## src/rtl/ps2_keyboard_pkg.sv

```systemverilog
// ps2_keyboard_pkg: scancode constants, output key codes, FSM state encoding
// and small classification helpers shared by the PS/2 keyboard decoder.
package ps2_keyboard_pkg;

    // Set-2 scancode prefixes and modifier keys
    localparam logic [7:0] SC_BREAK  = 8'hF0;
    localparam logic [7:0] SC_EXT    = 8'hE0;
    localparam logic [7:0] SC_PAUSE  = 8'hE1;
    localparam logic [7:0] SC_LSHIFT = 8'h12;
    localparam logic [7:0] SC_RSHIFT = 8'h59;
    localparam logic [7:0] SC_CTRL   = 8'h14;
    localparam logic [7:0] SC_CAPS   = 8'h58;

    // Extended (E0-prefixed) arrow scancodes
    localparam logic [7:0] SC_UP     = 8'h75;
    localparam logic [7:0] SC_DOWN   = 8'h72;
    localparam logic [7:0] SC_RIGHT  = 8'h74;
    localparam logic [7:0] SC_LEFT   = 8'h6B;

    // Terminal cursor codes emitted for the arrow keys
    localparam logic [7:0] KEY_UP    = 8'h80;
    localparam logic [7:0] KEY_DOWN  = 8'h81;
    localparam logic [7:0] KEY_RIGHT = 8'h82;
    localparam logic [7:0] KEY_LEFT  = 8'h83;

    typedef enum logic [1:0] {
        ST_IDLE      = 2'd0,
        ST_EXT       = 2'd1,
        ST_BREAK     = 2'd2,
        ST_EXT_BREAK = 2'd3
    } ps2_state_e;

    // Keyboard/controller housekeeping bytes that never carry key information
    // and resynchronise the decoder back to IDLE.
    function automatic logic is_ctrl_byte(input logic [7:0] code);
        logic hit;
        case (code)
            8'h00, 8'hAA, 8'hEE, 8'hFA,
            8'hFC, 8'hFD, 8'hFE, 8'hFF: hit = 1'b1;
            default:                    hit = 1'b0;
        endcase
        return hit;
    endfunction

    // True for 'A'-'Z' or 'a'-'z'
    function automatic logic is_letter(input logic [7:0] ch);
        return ((ch >= 8'h41) && (ch <= 8'h5A)) || ((ch >= 8'h61) && (ch <= 8'h7A));
    endfunction

endpackage

```

## src/rtl/ps2_keymap.sv

```systemverilog
// ps2_keymap: fixed US-layout set-2 scancode to ASCII ROM.
// Returns 8'h00 for any code without a printable/terminal meaning.
module ps2_keymap
    import ps2_keyboard_pkg::*;
(
    input  logic [7:0] code_i,
    input  logic       shift_i,
    output logic [7:0] ascii_o
);

    logic [7:0] lo_s;
    logic [7:0] hi_s;

    // Look up unshifted and shifted characters for the scancode
    always_comb begin
        lo_s = 8'h00;
        hi_s = 8'h00;
        case (code_i)
            8'h1C: begin lo_s = 8'h61; hi_s = 8'h41; end
            8'h32: begin lo_s = 8'h62; hi_s = 8'h42; end
            8'h21: begin lo_s = 8'h63; hi_s = 8'h43; end
            8'h23: begin lo_s = 8'h64; hi_s = 8'h44; end
            8'h24: begin lo_s = 8'h65; hi_s = 8'h45; end
            8'h2B: begin lo_s = 8'h66; hi_s = 8'h46; end
            8'h34: begin lo_s = 8'h67; hi_s = 8'h47; end
            8'h33: begin lo_s = 8'h68; hi_s = 8'h48; end
            8'h43: begin lo_s = 8'h69; hi_s = 8'h49; end
            8'h3B: begin lo_s = 8'h6A; hi_s = 8'h4A; end
            8'h42: begin lo_s = 8'h6B; hi_s = 8'h4B; end
            8'h4B: begin lo_s = 8'h6C; hi_s = 8'h4C; end
            8'h3A: begin lo_s = 8'h6D; hi_s = 8'h4D; end
            8'h31: begin lo_s = 8'h6E; hi_s = 8'h4E; end
            8'h44: begin lo_s = 8'h6F; hi_s = 8'h4F; end
            8'h4D: begin lo_s = 8'h70; hi_s = 8'h50; end
            8'h15: begin lo_s = 8'h71; hi_s = 8'h51; end
            8'h2D: begin lo_s = 8'h72; hi_s = 8'h52; end
            8'h1B: begin lo_s = 8'h73; hi_s = 8'h53; end
            8'h2C: begin lo_s = 8'h74; hi_s = 8'h54; end
            8'h3C: begin lo_s = 8'h75; hi_s = 8'h55; end
            8'h2A: begin lo_s = 8'h76; hi_s = 8'h56; end
            8'h1D: begin lo_s = 8'h77; hi_s = 8'h57; end
            8'h22: begin lo_s = 8'h78; hi_s = 8'h58; end
            8'h35: begin lo_s = 8'h79; hi_s = 8'h59; end
            8'h1A: begin lo_s = 8'h7A; hi_s = 8'h5A; end
            8'h45: begin lo_s = 8'h30; hi_s = 8'h29; end
            8'h16: begin lo_s = 8'h31; hi_s = 8'h21; end
            8'h1E: begin lo_s = 8'h32; hi_s = 8'h40; end
            8'h26: begin lo_s = 8'h33; hi_s = 8'h23; end
            8'h25: begin lo_s = 8'h34; hi_s = 8'h24; end
            8'h2E: begin lo_s = 8'h35; hi_s = 8'h25; end
            8'h36: begin lo_s = 8'h36; hi_s = 8'h5E; end
            8'h3D: begin lo_s = 8'h37; hi_s = 8'h26; end
            8'h3E: begin lo_s = 8'h38; hi_s = 8'h2A; end
            8'h46: begin lo_s = 8'h39; hi_s = 8'h28; end
            8'h0E: begin lo_s = 8'h60; hi_s = 8'h7E; end
            8'h4E: begin lo_s = 8'h2D; hi_s = 8'h5F; end
            8'h55: begin lo_s = 8'h3D; hi_s = 8'h2B; end
            8'h54: begin lo_s = 8'h5B; hi_s = 8'h7B; end
            8'h5B: begin lo_s = 8'h5D; hi_s = 8'h7D; end
            8'h5D: begin lo_s = 8'h5C; hi_s = 8'h7C; end
            8'h4C: begin lo_s = 8'h3B; hi_s = 8'h3A; end
            8'h52: begin lo_s = 8'h27; hi_s = 8'h22; end
            8'h41: begin lo_s = 8'h2C; hi_s = 8'h3C; end
            8'h49: begin lo_s = 8'h2E; hi_s = 8'h3E; end
            8'h4A: begin lo_s = 8'h2F; hi_s = 8'h3F; end
            // Fixed terminal codes ignore shift
            8'h5A: begin lo_s = 8'h0D; hi_s = 8'h0D; end
            8'h66: begin lo_s = 8'h08; hi_s = 8'h08; end
            8'h76: begin lo_s = 8'h1B; hi_s = 8'h1B; end
            8'h0D: begin lo_s = 8'h09; hi_s = 8'h09; end
            8'h29: begin lo_s = 8'h20; hi_s = 8'h20; end
            default: begin lo_s = 8'h00; hi_s = 8'h00; end
        endcase
    end

    assign ascii_o = shift_i ? hi_s : lo_s;

endmodule

```

## src/rtl/ps2_keyboard.sv

```systemverilog
// ps2_keyboard: decodes PS/2 set-2 scancode bytes into ASCII / cursor key
// codes. Tracks make/break and E0 prefixes, shift and ctrl state, and holds
// one output key in a registered slot that back-pressures the byte input.
// Optional feature: define PS2_CAPS_LOCK_EN to add a caps-lock toggle.
module ps2_keyboard
    import ps2_keyboard_pkg::*;
(
    input  logic       clk_i,
    input  logic       reset_i,
    input  logic       rx_valid_i,
    input  logic [7:0] rx_data_i,
    output logic       rx_ready_o,
    output logic       key_valid_o,
    output logic [7:0] key_data_o,
    input  logic       key_ready_i
);

    ps2_state_e state_q, state_d;
    logic       shift_l_q, shift_l_d;
    logic       shift_r_q, shift_r_d;
    logic       ctrl_l_q,  ctrl_l_d;
    logic       ctrl_r_q,  ctrl_r_d;
    logic       key_valid_q, key_valid_d;
    logic [7:0] key_data_q,  key_data_d;
    logic       rx_ready_q;
`ifdef PS2_CAPS_LOCK_EN
    logic       caps_q,      caps_d;
    logic       caps_held_q, caps_held_d;
`endif

    logic       accept_s;
    logic       shift_s;
    logic       ctrl_s;
    logic [7:0] map_ascii_s;
    logic [7:0] ascii_s;
    logic [7:0] emit_s;

    assign accept_s = rx_valid_i && rx_ready_q;
    assign shift_s  = shift_l_q | shift_r_q;
    assign ctrl_s   = ctrl_l_q | ctrl_r_q;

    ps2_keymap u_keymap (
        .code_i  (rx_data_i),
        .shift_i (shift_s),
        .ascii_o (map_ascii_s)
    );

    // Apply caps lock to letters, then fold ctrl into the control range
    always_comb begin
        ascii_s = map_ascii_s;
`ifdef PS2_CAPS_LOCK_EN
        if (caps_q && is_letter(map_ascii_s)) begin
            ascii_s = map_ascii_s ^ 8'h20;
        end else begin
            ascii_s = map_ascii_s;
        end
`endif
        if (ctrl_s && (ascii_s[7:6] == 2'b01)) begin
            emit_s = ascii_s & 8'h1F;
        end else begin
            emit_s = ascii_s;
        end
    end

    // Next-state logic for the decoder FSM, modifiers and output slot
    always_comb begin
        state_d     = state_q;
        shift_l_d   = shift_l_q;
        shift_r_d   = shift_r_q;
        ctrl_l_d    = ctrl_l_q;
        ctrl_r_d    = ctrl_r_q;
        key_data_d  = key_data_q;
`ifdef PS2_CAPS_LOCK_EN
        caps_d      = caps_q;
        caps_held_d = caps_held_q;
`endif
        if (key_valid_q && key_ready_i) begin
            key_valid_d = 1'b0;
        end else begin
            key_valid_d = key_valid_q;
        end

        // A byte is only accepted while the slot is empty, so a new key
        // never collides with a pending one.
        if (accept_s) begin
            if (is_ctrl_byte(rx_data_i)) begin
                state_d = ST_IDLE;
            end else if (rx_data_i == SC_PAUSE) begin
                state_d = state_q;
            end else begin
                case (state_q)
                    ST_IDLE: begin
                        if (rx_data_i == SC_EXT) begin
                            state_d = ST_EXT;
                        end else if (rx_data_i == SC_BREAK) begin
                            state_d = ST_BREAK;
                        end else if (rx_data_i == SC_LSHIFT) begin
                            shift_l_d = 1'b1;
                        end else if (rx_data_i == SC_RSHIFT) begin
                            shift_r_d = 1'b1;
                        end else if (rx_data_i == SC_CTRL) begin
                            ctrl_l_d = 1'b1;
                        end else if (rx_data_i == SC_CAPS) begin
`ifdef PS2_CAPS_LOCK_EN
                            // Typematic repeats of caps must not re-toggle
                            if (!caps_held_q) begin
                                caps_d = ~caps_q;
                            end else begin
                                caps_d = caps_q;
                            end
                            caps_held_d = 1'b1;
`else
                            state_d = ST_IDLE;
`endif
                        end else if (map_ascii_s != 8'h00) begin
                            key_valid_d = 1'b1;
                            key_data_d  = emit_s;
                        end else begin
                            state_d = ST_IDLE;
                        end
                    end
                    ST_EXT: begin
                        state_d = ST_IDLE;
                        case (rx_data_i)
                            SC_BREAK: state_d = ST_EXT_BREAK;
                            SC_CTRL:  ctrl_r_d = 1'b1;
                            SC_UP:    begin key_valid_d = 1'b1; key_data_d = KEY_UP;    end
                            SC_DOWN:  begin key_valid_d = 1'b1; key_data_d = KEY_DOWN;  end
                            SC_RIGHT: begin key_valid_d = 1'b1; key_data_d = KEY_RIGHT; end
                            SC_LEFT:  begin key_valid_d = 1'b1; key_data_d = KEY_LEFT;  end
                            default:  state_d = ST_IDLE;
                        endcase
                    end
                    ST_BREAK: begin
                        state_d = ST_IDLE;
                        case (rx_data_i)
                            SC_LSHIFT: shift_l_d = 1'b0;
                            SC_RSHIFT: shift_r_d = 1'b0;
                            SC_CTRL:   ctrl_l_d  = 1'b0;
`ifdef PS2_CAPS_LOCK_EN
                            SC_CAPS:   caps_held_d = 1'b0;
`endif
                            default:   state_d = ST_IDLE;
                        endcase
                    end
                    ST_EXT_BREAK: begin
                        state_d = ST_IDLE;
                        if (rx_data_i == SC_CTRL) begin
                            ctrl_r_d = 1'b0;
                        end else begin
                            ctrl_r_d = ctrl_r_q;
                        end
                    end
                    default: state_d = ST_IDLE;
                endcase
            end
        end else begin
            state_d = state_q;
        end
    end

    // Register FSM state, modifiers and the output slot
    always_ff @(posedge clk_i) begin
        if (reset_i) begin
            state_q     <= ST_IDLE;
            shift_l_q   <= 1'b0;
            shift_r_q   <= 1'b0;
            ctrl_l_q    <= 1'b0;
            ctrl_r_q    <= 1'b0;
            key_valid_q <= 1'b0;
            key_data_q  <= 8'h00;
            rx_ready_q  <= 1'b1;
`ifdef PS2_CAPS_LOCK_EN
            caps_q      <= 1'b0;
            caps_held_q <= 1'b0;
`endif
        end else begin
            state_q     <= state_d;
            shift_l_q   <= shift_l_d;
            shift_r_q   <= shift_r_d;
            ctrl_l_q    <= ctrl_l_d;
            ctrl_r_q    <= ctrl_r_d;
            key_valid_q <= key_valid_d;
            key_data_q  <= key_data_d;
            // Ready is the registered complement of the slot occupancy
            rx_ready_q  <= ~key_valid_d;
`ifdef PS2_CAPS_LOCK_EN
            caps_q      <= caps_d;
            caps_held_q <= caps_held_d;
`endif
        end
    end

    assign rx_ready_o  = rx_ready_q;
    assign key_valid_o = key_valid_q;
    assign key_data_o  = key_data_q;

endmodule
```

## config.mk

```make
export PLATFORM = sky130hd
export DESIGN_NAME = ps2_keyboard
export DESIGN_NICKNAME = d
export VERILOG_FILES = /design/src/rtl/ps2_keyboard_pkg.sv /design/src/rtl/ps2_keymap.sv /design/src/rtl/ps2_keyboard.sv
export SDC_FILE = /design/constraint.sdc
export NUM_CORES = 1
export LEC_CHECK = 0
export ABC_AREA = 1
export CAP_MARGIN = 20
export CELL_PAD_IN_SITES_DETAIL_PLACEMENT = 1
export CELL_PAD_IN_SITES_GLOBAL_PLACEMENT = 1
export CORE_ASPECT_RATIO = 0.6
export CORE_MARGIN = 1
export CORE_UTILIZATION = 39
export DETAILED_ROUTE_END_ITERATION = 8
export GPL_ROUTABILITY_DRIVEN = 0
export HOLD_SLACK_MARGIN = 0.12
export PLACE_DENSITY = 0.83
export SLEW_MARGIN = 30
export SYNTH_ARGS = -nofsm -noshare
export SYNTH_HDL_FRONTEND = slang
export SYNTH_SLANG_ARGS = --single-unit
```

## constraint.sdc

```tcl
create_clock -name clk_i -period 3.1 [get_ports clk_i]
set_clock_uncertainty 0.1 [all_clocks]
set_input_delay 0.31 -clock clk_i [delete_from_list [all_inputs] [get_ports clk_i]]
set_output_delay 0.31 -clock clk_i [all_outputs]
set_load 0.02 [all_outputs]
```

# Word-level counts from Yosys, hierarchy flattened
# Memories as Yosys holds them, arrays and structs flattened.
# Index checks and enable logic that the tools add are counted.
[word_totals] mem_bits_ro=1792 regBits=16 mem_count=1
[mem_list] memory="(no name shown)" depth=128 width=14 read_ports=1 rd_ports_with_merged_regs=0 wr=0 line_no="ps2_keymap.sv:18" text="case (code_i)"
[classes] n_mux=57 n_reduce_logical=18 bitwise=5 eq_ne=43
[ops] operator="$eq A8 B8 Y1 const B" count=10
[ops] operator="$mux W8" count=9
[ops] operator="$eq A8 B7 Y1 const B" count=6
[ops] operator="$ne A2 B2 Y1 const B" count=16
[ops] operator="$pmux W8 S4" count=1
[ops] operator="$mux W1" count=29
[ops] operator="$mux W2" count=10
[ops] operator="$ne A5 B5 Y1 const B" count=4
[ops] operator="$eq A8 B5 Y1 const B" count=2
[ops] operator="$mux W16" count=1
[ops] operator="$pmux W8 S2" count=1
[ops] operator="$reduce_and A12 Y1" count=1
[ops] operator="$reduce_and A6 Y1" count=2
[ops] operator="$pmux W1 S2" count=5
[ops] operator="$reduce_and A10 Y1" count=1
[ops] operator="$reduce_and A9 Y1" count=1
[ops] operator="$logic_not A8 Y1" count=1
[ops] operator="$reduce_and A8 Y1" count=1
[ops] operator="$reduce_bool A8 Y1" count=1
[ops] operator="$reduce_or A8 Y1" count=1
[ops] operator="$ne A6 B6 Y1 const B" count=1
[ops] operator="$pmux W2 S3" count=1
[ops] operator="$reduce_bool A2 Y1" count=3
[ops] operator="$eq A2 B1 Y1 const B" count=2
[ops] operator="7 further kinds" count=13

# Longest topological paths before layout
# An unclocked memory read counts as a cell.
[depth] ltp_word=16 depth_mapped=21

# By module
# A second synthesis with hierarchy kept.
[unflattened] cells_unflattened=509 hier_area_um2=2628.8
[by_module_without_submodules] module="ps2_keymap" cells_per_inst=299 n_inst=1 seq_area_each_um2=0.0 area_per_inst_um2=1437.6
[by_module_without_submodules] module="ps2_keyboard" cells_per_inst=210 n_inst=1 seq_area_each_um2=320.3 area_per_inst_um2=1191.1

# Worst setup path after synthesis
# Ideal clock, no wire load.
[synth_path] kind="input port to flip-flop" start="in rx_data_i[0]" end="reg key_data_q[7], in the netlist key_data_o[7]" arrival_ps=2064 stages=18 path_buffers=2 setup_slack_ps=821 required_time_ps=2885 setup_time_ps=115 path_cell_list="inv_1 -> ha_1 -> buf_2 -> nand2_1 -> inv_2 -> nand3_1 -> o21ai_1 -> a21boi_1 -> nand2_1 -> nand2_1 -> nor2_1 -> nand3_1 -> nand2_2 -> nand2_4 -> buf_6 -> nand3_1 -> nand2_1 -> nor2_1"
[synth_via] elab_chain_cells=14 elab_cells_between_ends=48 cone_classes="eq/ne: 27; mux: 13; bitwise: 2; reduce/logical: 5; memory: 1"
[synth_rtl] element="start: declaration" line_no="ps2_keyboard.sv:11" text="input logic [7:0] rx_data_i,"
[synth_rtl] element="$mem_v2 Z128 W14"
[synth_rtl] element="$mux W16" line_no="ps2_keymap.sv:18"
[synth_rtl] element="$mux W8" line_no="ps2_keymap.sv:76" text="assign ascii_o = shift_i ? hi_s : lo_s;"
[synth_rtl] element="$eq A2 B1 Y1" line_no="ps2_keyboard.sv:58" text="if (ctrl_s && (ascii_s[7:6] == 2'b01)) begin"
[synth_rtl] element="$logic_and A1 B1 Y1" line_no="ps2_keyboard.sv:58"
[synth_rtl] element="$mux W8" line_no="ps2_keyboard.sv:58"
[synth_rtl] element="$mux W8" line_no="ps2_keyboard.sv:115" text="end else if (map_ascii_s != 8'h00) begin"
[synth_rtl] element="$mux W8" line_no="ps2_keyboard.sv:103" text="end else if (rx_data_i == SC_CAPS) begin"
[synth_rtl] element="$mux W8" line_no="ps2_keyboard.sv:101" text="end else if (rx_data_i == SC_CTRL) begin"
[synth_rtl] element="$mux W8" line_no="ps2_keyboard.sv:99" text="end else if (rx_data_i == SC_RSHIFT) begin"
[synth_rtl] element="$mux W8" line_no="ps2_keyboard.sv:97" text="end else if (rx_data_i == SC_LSHIFT) begin"
[synth_rtl] element="$mux W8" line_no="ps2_keyboard.sv:95" text="end else if (rx_data_i == SC_BREAK) begin"
[synth_rtl] element="$mux W8" line_no="ps2_keyboard.sv:93" text="if (rx_data_i == SC_EXT) begin"
[synth_rtl] element="$pmux W8 S2" line_no="ps2_keyboard.sv:91" text="case (state_q)"
[synth_rtl] element="end signal: assignment" line_no="ps2_keyboard.sv:184" text="key_data_q <= key_data_d;"
[synth_rtl] element="end: declaration" line_no="ps2_keyboard.sv:24" text="logic [7:0] key_data_q, key_data_d;"
# Parallel ways exist; a longest one is shown, timed or not. The select of a mux whose other input is x is not followed.
# A chain may end at the register's enable or synchronous reset.

# Final worst setup path
[layout_path] start="in rx_data_i[5]" end="reg state_q[1]"
[layout_via] elab_chain_cells=10 elab_cells_between_ends=38 cone_classes="eq/ne: 19; mux: 14; reduce/logical: 4; memory: 1"
[layout_rtl] element="branches (longest 10 deep; another with $mem_v2 Z128 W14)"
[layout_rtl] element="end signal: assignment" line_no="ps2_keyboard.sv:178" text="state_q <= state_d;"
[layout_rtl] element="end: declaration" line_no="ps2_keyboard.sv:18" text="ps2_state_e state_q, state_d;"
# Several ways; the timed one is not identified. The select of a mux whose other input is x is not followed.

==> flow_metrics.py <==
metrics = {
    "grt": {
        "grt_max_degree": 34,
        "first_global_vias": 3426,
        "antenna_found_initial": 0,
        "grt_pass1_wl_mm": 17.9,
        "track_usage": 0.349,
        "globalRouteOverflowTotal": 0,
    },
    "timing": {
        "setup_viol": 0,
        "final_hold_viol_count": 0,
        "tightest_slew_ns": 0.607,
        "fmax_mhz": 338,
        "max_slew_margin": 0.595,
        "final_max_slew_viol_count": 0,
        "rsz0062_at_grt": "no",
        "setup_ws_ns": 0.138,
        "timing.hold.ws_ns": 0.383,
        "finalCritPeriodShare": 0.956,
        "layout_min_cycle_time_ns": 2.96,
    },
    "clock_tree": {
        "numClockSinks": 16,
        "cts_buffers": 3,
        "root_buffer": "clkbuf_8",
        "post_cts_resized": 0,
        "htree_levels": 1,
        "cts.path.max_buffers": 2,
        "clkTransAtPathRegs_ns": 0.07,
        "cts_setup_buffers": 0,
        "clk_latency_ns": 0.25,
        "ctsHoldBuffers": 0,
        "cts_tree": "yes",
    },
    "power_and_ir_drop": {
        "seq_power_share": 0.264,
        "p_sw_frac": 0.434,
        "vdd_drop_max_mv": 0.142,
        "power_leakage_nw": 1.49,
        "power_density_mw_per_mm2": 292,
        "clkPwrFrac": 0.221,
        "p_int_mw": 0.494,
        "power_switching_mw": 0.379,
        "combPwrFrac": 0.515,
    },
    "critical_path": {
        "rrSetupSlack_ns": 0.53,
        "crit_slowest_cell": "clkdlybuf4s50_1",
        "cp_slowest_stage_delay_ns": 0.52,
        "critPathMaxFanout": 8,
        "crit_arrival_ns": 3.01,
        "cp-end-kind": "flip-flop",
        "cp_data_required_time_ns": 3.15,
        "start_kind": "input port",
        "crit_type": "input port to flip-flop",
        "cp_num_buf_inv": 3,
        "crit_family": "simple AND/OR/NAND/NOR gates",
        "startpoint": "rx_data_i[5]",
        "cp_cell_sequence": "clkdlybuf4s50_1 > buf_4 > nor2_2 > nand3_1 > nand3_1 > nand2_1 > nand2_1 > nand3_1 > nor2_1 > nand3_1 > nand2_2 > buf_4 > nand2_1 > nand2_1 > a21oi_1",
        "rr_startpoint": "shift_r_q$_SDFFE_PP0P_",
    },
    "final_layout": {
        "antennaDiodeCount": 0,
        "postLayoutCellArea_mm2": 0.00299,
        "nets": 523,
        "fin_util": 0.516,
        "syn2layout_area_growth_pct": 21.8,
        "drive_gt1_frac": 0.135,
    },
    "die": {
        "dieArea_mm2": 0.00663,
        "start_util": 0.423,
        "ioPinCount": 22,
        "die_w_um": 104,
        "core_area_mm2": 0.00581,
        "die_y_um": 63.5,
        "num_rows": 21,
    },
    "detailed_routing": {
        "route.detailed.drc": 0,
        "wirelength_mm": 11.4,
        "ant_nets": 0,
        "drt_pre_antenna_iters": 5,
        "drtIter0Drc": 400,
        "routedWlPerCell_um": 19.6,
        "via_per_inst": 6.10,
        "vias": 3548,
    },
    "hold_path": {
        "hp-class": "flip-flop to flip-flop",
        "min_from": "key_data_o[4]$_SDFFE_PP0P_",
    },
    "flow_run": {
        "timing.max_cap.violations": 0,
    },
    "yosys": {
        "synth_cells": 468,
        "yosysWarnings": 0,
        "syn_nets": 488,
        "syn-mean-instance-area_um2": 5.25,
        "synth_top_cell_area_share": 0.275,
        "ys_ff_latch": 16,
        "synth_largest_area_cell": "nand2_1",
        "syn_area_mm2": 0.00246,
        "synth.distinct_cells": 37,
        "yosys-top-cells-area": "nand2_1 27%, nand3_1 15%, dfxtp_1 13%",
        "ys_seq_area_frac": 0.130,
    },
    "placed_design": {
        "dp_slack_ns": -0.160,
        "io_buffer_count": 21,
        "dp_hpwl_mm": 9.16,
        "dpl-instance-area_mm2": 0.00289,
    },
    "status": {
        "status": "completed",
    },
}
power groups by stage:
| stage | logic, mW | clock network [mW] | registers, mW |
|---|---|---|---|
| after floorplan | 0.241 | 0 | 0.255 |
| after global placement | 0.406 | 0 | 0.234 |
| after detailed placement | 0.421 | 0 | 0.235 |
| after CTS | 0.423 | 0.194 | 0.231 |
| after global routing | 0.482 | 0.209 | 0.233 |
| final | 0.449 | 0.193 | 0.231 |
worst min-delay path, delay by kind of cell, from the launching register on:
kind | cells | cell delay, ns
simple gates | 1 | 0.08
compound gates | 1 | 0.04
flops | 1 | 0.33
cells by family (layout without fill, tap and decap cells):
family / count (synthesis) / count (layout) / synth area share
compound gates: 58 / 58 / 0.137
fa+ha+maj: 8 / 8 / 0.0407
buf+inv: 60 / 94 / 0.112
flops: 16 / 16 / 0.130
simple gates: 326 / 326 / 0.580
cell usage in the layout, fill, tap and decap left out, drive strengths merged, types with 8 or more instances in the layout:
master / netlist / final
nand2: 184 / 184
nand3: 75 / 75
nor2: 50 / 50
inv: 39 / 39
buf: 16 / 27
a21oi: 25 / 25
clkdlybuf4s50: 0 / 20
o21ai: 17 / 17
dfxtp: 16 / 16
ha: 8 / 8
per-stage QoR:
stage	TNS [ns]	total power, mW	cells
CTS	0	0.848	582
global route	0	0.924	582
detailed placement	-1.40	0.656	578
floorplan	0	0.496	468
finish	0	0.873	582
global placement	0	0.639	578
final timing paths:
kind | to | cells past startpoint
worst max-delay path | state_q[1]$_SDFFE_PP0P_ | 15
worst min-delay path | key_data_o[4]$_SDFFE_PP0P_ | 2
worst max register to register | state_q[1]$_SDFFE_PP0P_ | 17
worst min register to register | key_data_o[4]$_SDFFE_PP0P_ | 2
sequential cells by signal, summed over array words and instances (netlist names):
signal and cells:
shift_l_q 1, state_q 2, ctrl_l_q 1, shift_r_q 1, key_data_o 8, ctrl_r_q 1
rx_ready_o 1, key_valid_o 1
cells in the mapped netlist:
master / n
buf_6: 3
inv_1: 26
nand2_2: 3
inv_2: 13
o21ai_1: 7
nand2_1: 180
a21boi_1: 1
clkinv_1: 3
or2_1: 1
nor2_4: 3
nor4_4: 1
nor3_1: 5
nor2_2: 3
nand4_1: 6
o32ai_1: 1
a41oi_1: 1
nand3_2: 1
nor3_2: 1
nand2_4: 1
nand3_1: 74
ha_1: 8
a21boi_0: 1
o21bai_1: 1
o2111ai_1: 2
dfxtp_1: 16
buf_2: 9
o21ai_0: 10
nor2_1: 44
buf_4: 4
a21oi_1: 24
nand3b_1: 1
clkbuf_1: 2
nor3b_1: 2
o211ai_1: 4
a21oi_2: 1
o211a_1: 1
a31oi_1: 4
cell type report:
type                       instances  area [um^2]
clock buffer                       4         55.1
sequential                        16          320
multi-input combinational        392         1910
tap                               80          100
fill                             851         2810
timing repair buffer              48          453
inverter                          42          158
routing by layer:
| layer | vias up | routed length [um] | track usage | part of all wire |
|---|---|---|---|---|
| met5 | - | 0 | 0 | 0 |
| met4 | 0 | 236 | 0.0714 | 0.021 |
| met3 | 33 | 1690 | 0.168 | 0.15 |
| met2 | 234 | 4500 | 0.493 | 0.39 |
| met1 | 1676 | 4980 | 0.473 | 0.44 |
| li1 | 1605 | - | - | - |
No activity file was read; power rests on OpenSTA's default activity.
==> variant (same flow settings) <==
Re-encode `ps2_state_e` (4 states) as Gray code, 2 bits wide.
--- a/src/rtl/ps2_keyboard_pkg.sv
+++ b/src/rtl/ps2_keyboard_pkg.sv
@@ -24,10 +24,10 @@
     localparam logic [7:0] KEY_LEFT  = 8'h83;
 
     typedef enum logic [1:0] {
-        ST_IDLE      = 2'd0,
-        ST_EXT       = 2'd1,
-        ST_BREAK     = 2'd2,
-        ST_EXT_BREAK = 2'd3
+        ST_IDLE      = 2'b00,
+        ST_EXT       = 2'b01,
+        ST_BREAK     = 2'b11,
+        ST_EXT_BREAK = 2'b10
     } ps2_state_e;
 
     // Keyboard/controller housekeeping bytes that never carry key information
Formal check against the unedited RTL: no difference found for any inputs over 4 cycles, from zero or initial values and one cycle with reset_i high; so few cycles prove little.
==> variant against the unedited design <==
First-iteration DRC count is 2.5% higher; critical endpoint is now key_valid_o; fmax increased by 1.0%; hold slack got worse by 18 ps; non-clock buffer count fell by 2; setup slack better by 30 ps; routed wire length up 1.3%; combinational power up 59%; design area is 3.3% higher; power is 32% higher; sequential cell count stayed put; die area grew 6.2%; area after synthesis grew 6.4%.
==> variant: results (changes against the unedited design) <==
metric	value	unit	change
synth.area.top_cells	nand2_1 25%, nand3_1 13%, dfxtp_1 12%, ha_1 5.7%, inv_1 5.0%		
pre_cts_ws	-63.8	ps	+96.3 ps
grt_use_met1	50.4	%	+3.0 points
power_leakage	0.00153	uW	+2.6%
signal_buffers	46		-4.2%
powerComb	713	uW	+59%
m1WireLength	5280	um	+6.0%
synth_compound_area_share	12.7	%	-0.96 points
multi_input_area_share	65.3	%	+1.6 points
multi_input_cells	398		+1.5%
grt_start_max_net_pins	22		-35%
pwr-share-seq	21.5	%	-4.9 points
wl_met3	1680	um	-0.24%
synth_fa_ha_area_share	5.74	%	+1.7 points
ys_types	38		+2.7%
inverters	45		+7.1%
outcome	complete, no violations		
met2_usage	47.0	%	-2.4 points
netlist_top_cells_count	173 x nand2_1, 67 x nand3_1, 35 x inv_1, 34 x nor2_1, 26 x a21oi_1		
track_usage	34.2	%	-0.74 points
nets	534		+2.1%
hpwl	9420	um	+2.8%
syn-num-nets	499		+2.3%
worstPathMaxFanout	5		-3
arrival	2990	ps	-20 ps
wl_met2	4450	um	-1.2%
first_global_vias	3363		-1.8%
ys_seq_area_share	12.3	%	-0.78 points
drt_iter0_markers	410		+2.5%
fill_cells	916		+7.6%
max_stage_delay	420	ps	-100 ps
ir_worst_vdd	176	uV	+24%
switchingPower	558	uW	+47%
variant: cell count changes in the layout (fill, tap and decap cells not counted), sizes merged, moves of 3 or more:
cell    change
nor3        +4
clkinv      -3
inv         +6
nor4        +4
nor2        -4
nand3       -6
ha          +4
nand4       +7
variant: metrics by stage:
stage / total power [uW] / instances / setup TNS, ps / area [um2]
global route: 1220 / 593 / -1.81 / 3090
finish: 1150 / 593 / 0 / 3090
global placement: 886 / 586 / 0 / 3000
CTS: 1110 / 590 / 0 / 3060
detailed placement: 909 / 586 / -181 / 3000
floorplan: 688 / 475 / 0 / 2610
variant: path summary, 6_finish.rpt:
kind / start / to / slack [ps] / cells past startpoint
setup / recovery: rx_data_i[0] / key_valid_o / 170 / 19
hold / removal: key_data_o[3] / key_data_o[3] / 360 / 2
setup reg to reg: state_q[1] / key_data_o[2] / 660 / 10
hold reg to reg: key_data_o[3] / key_data_o[3] / 360 / 2
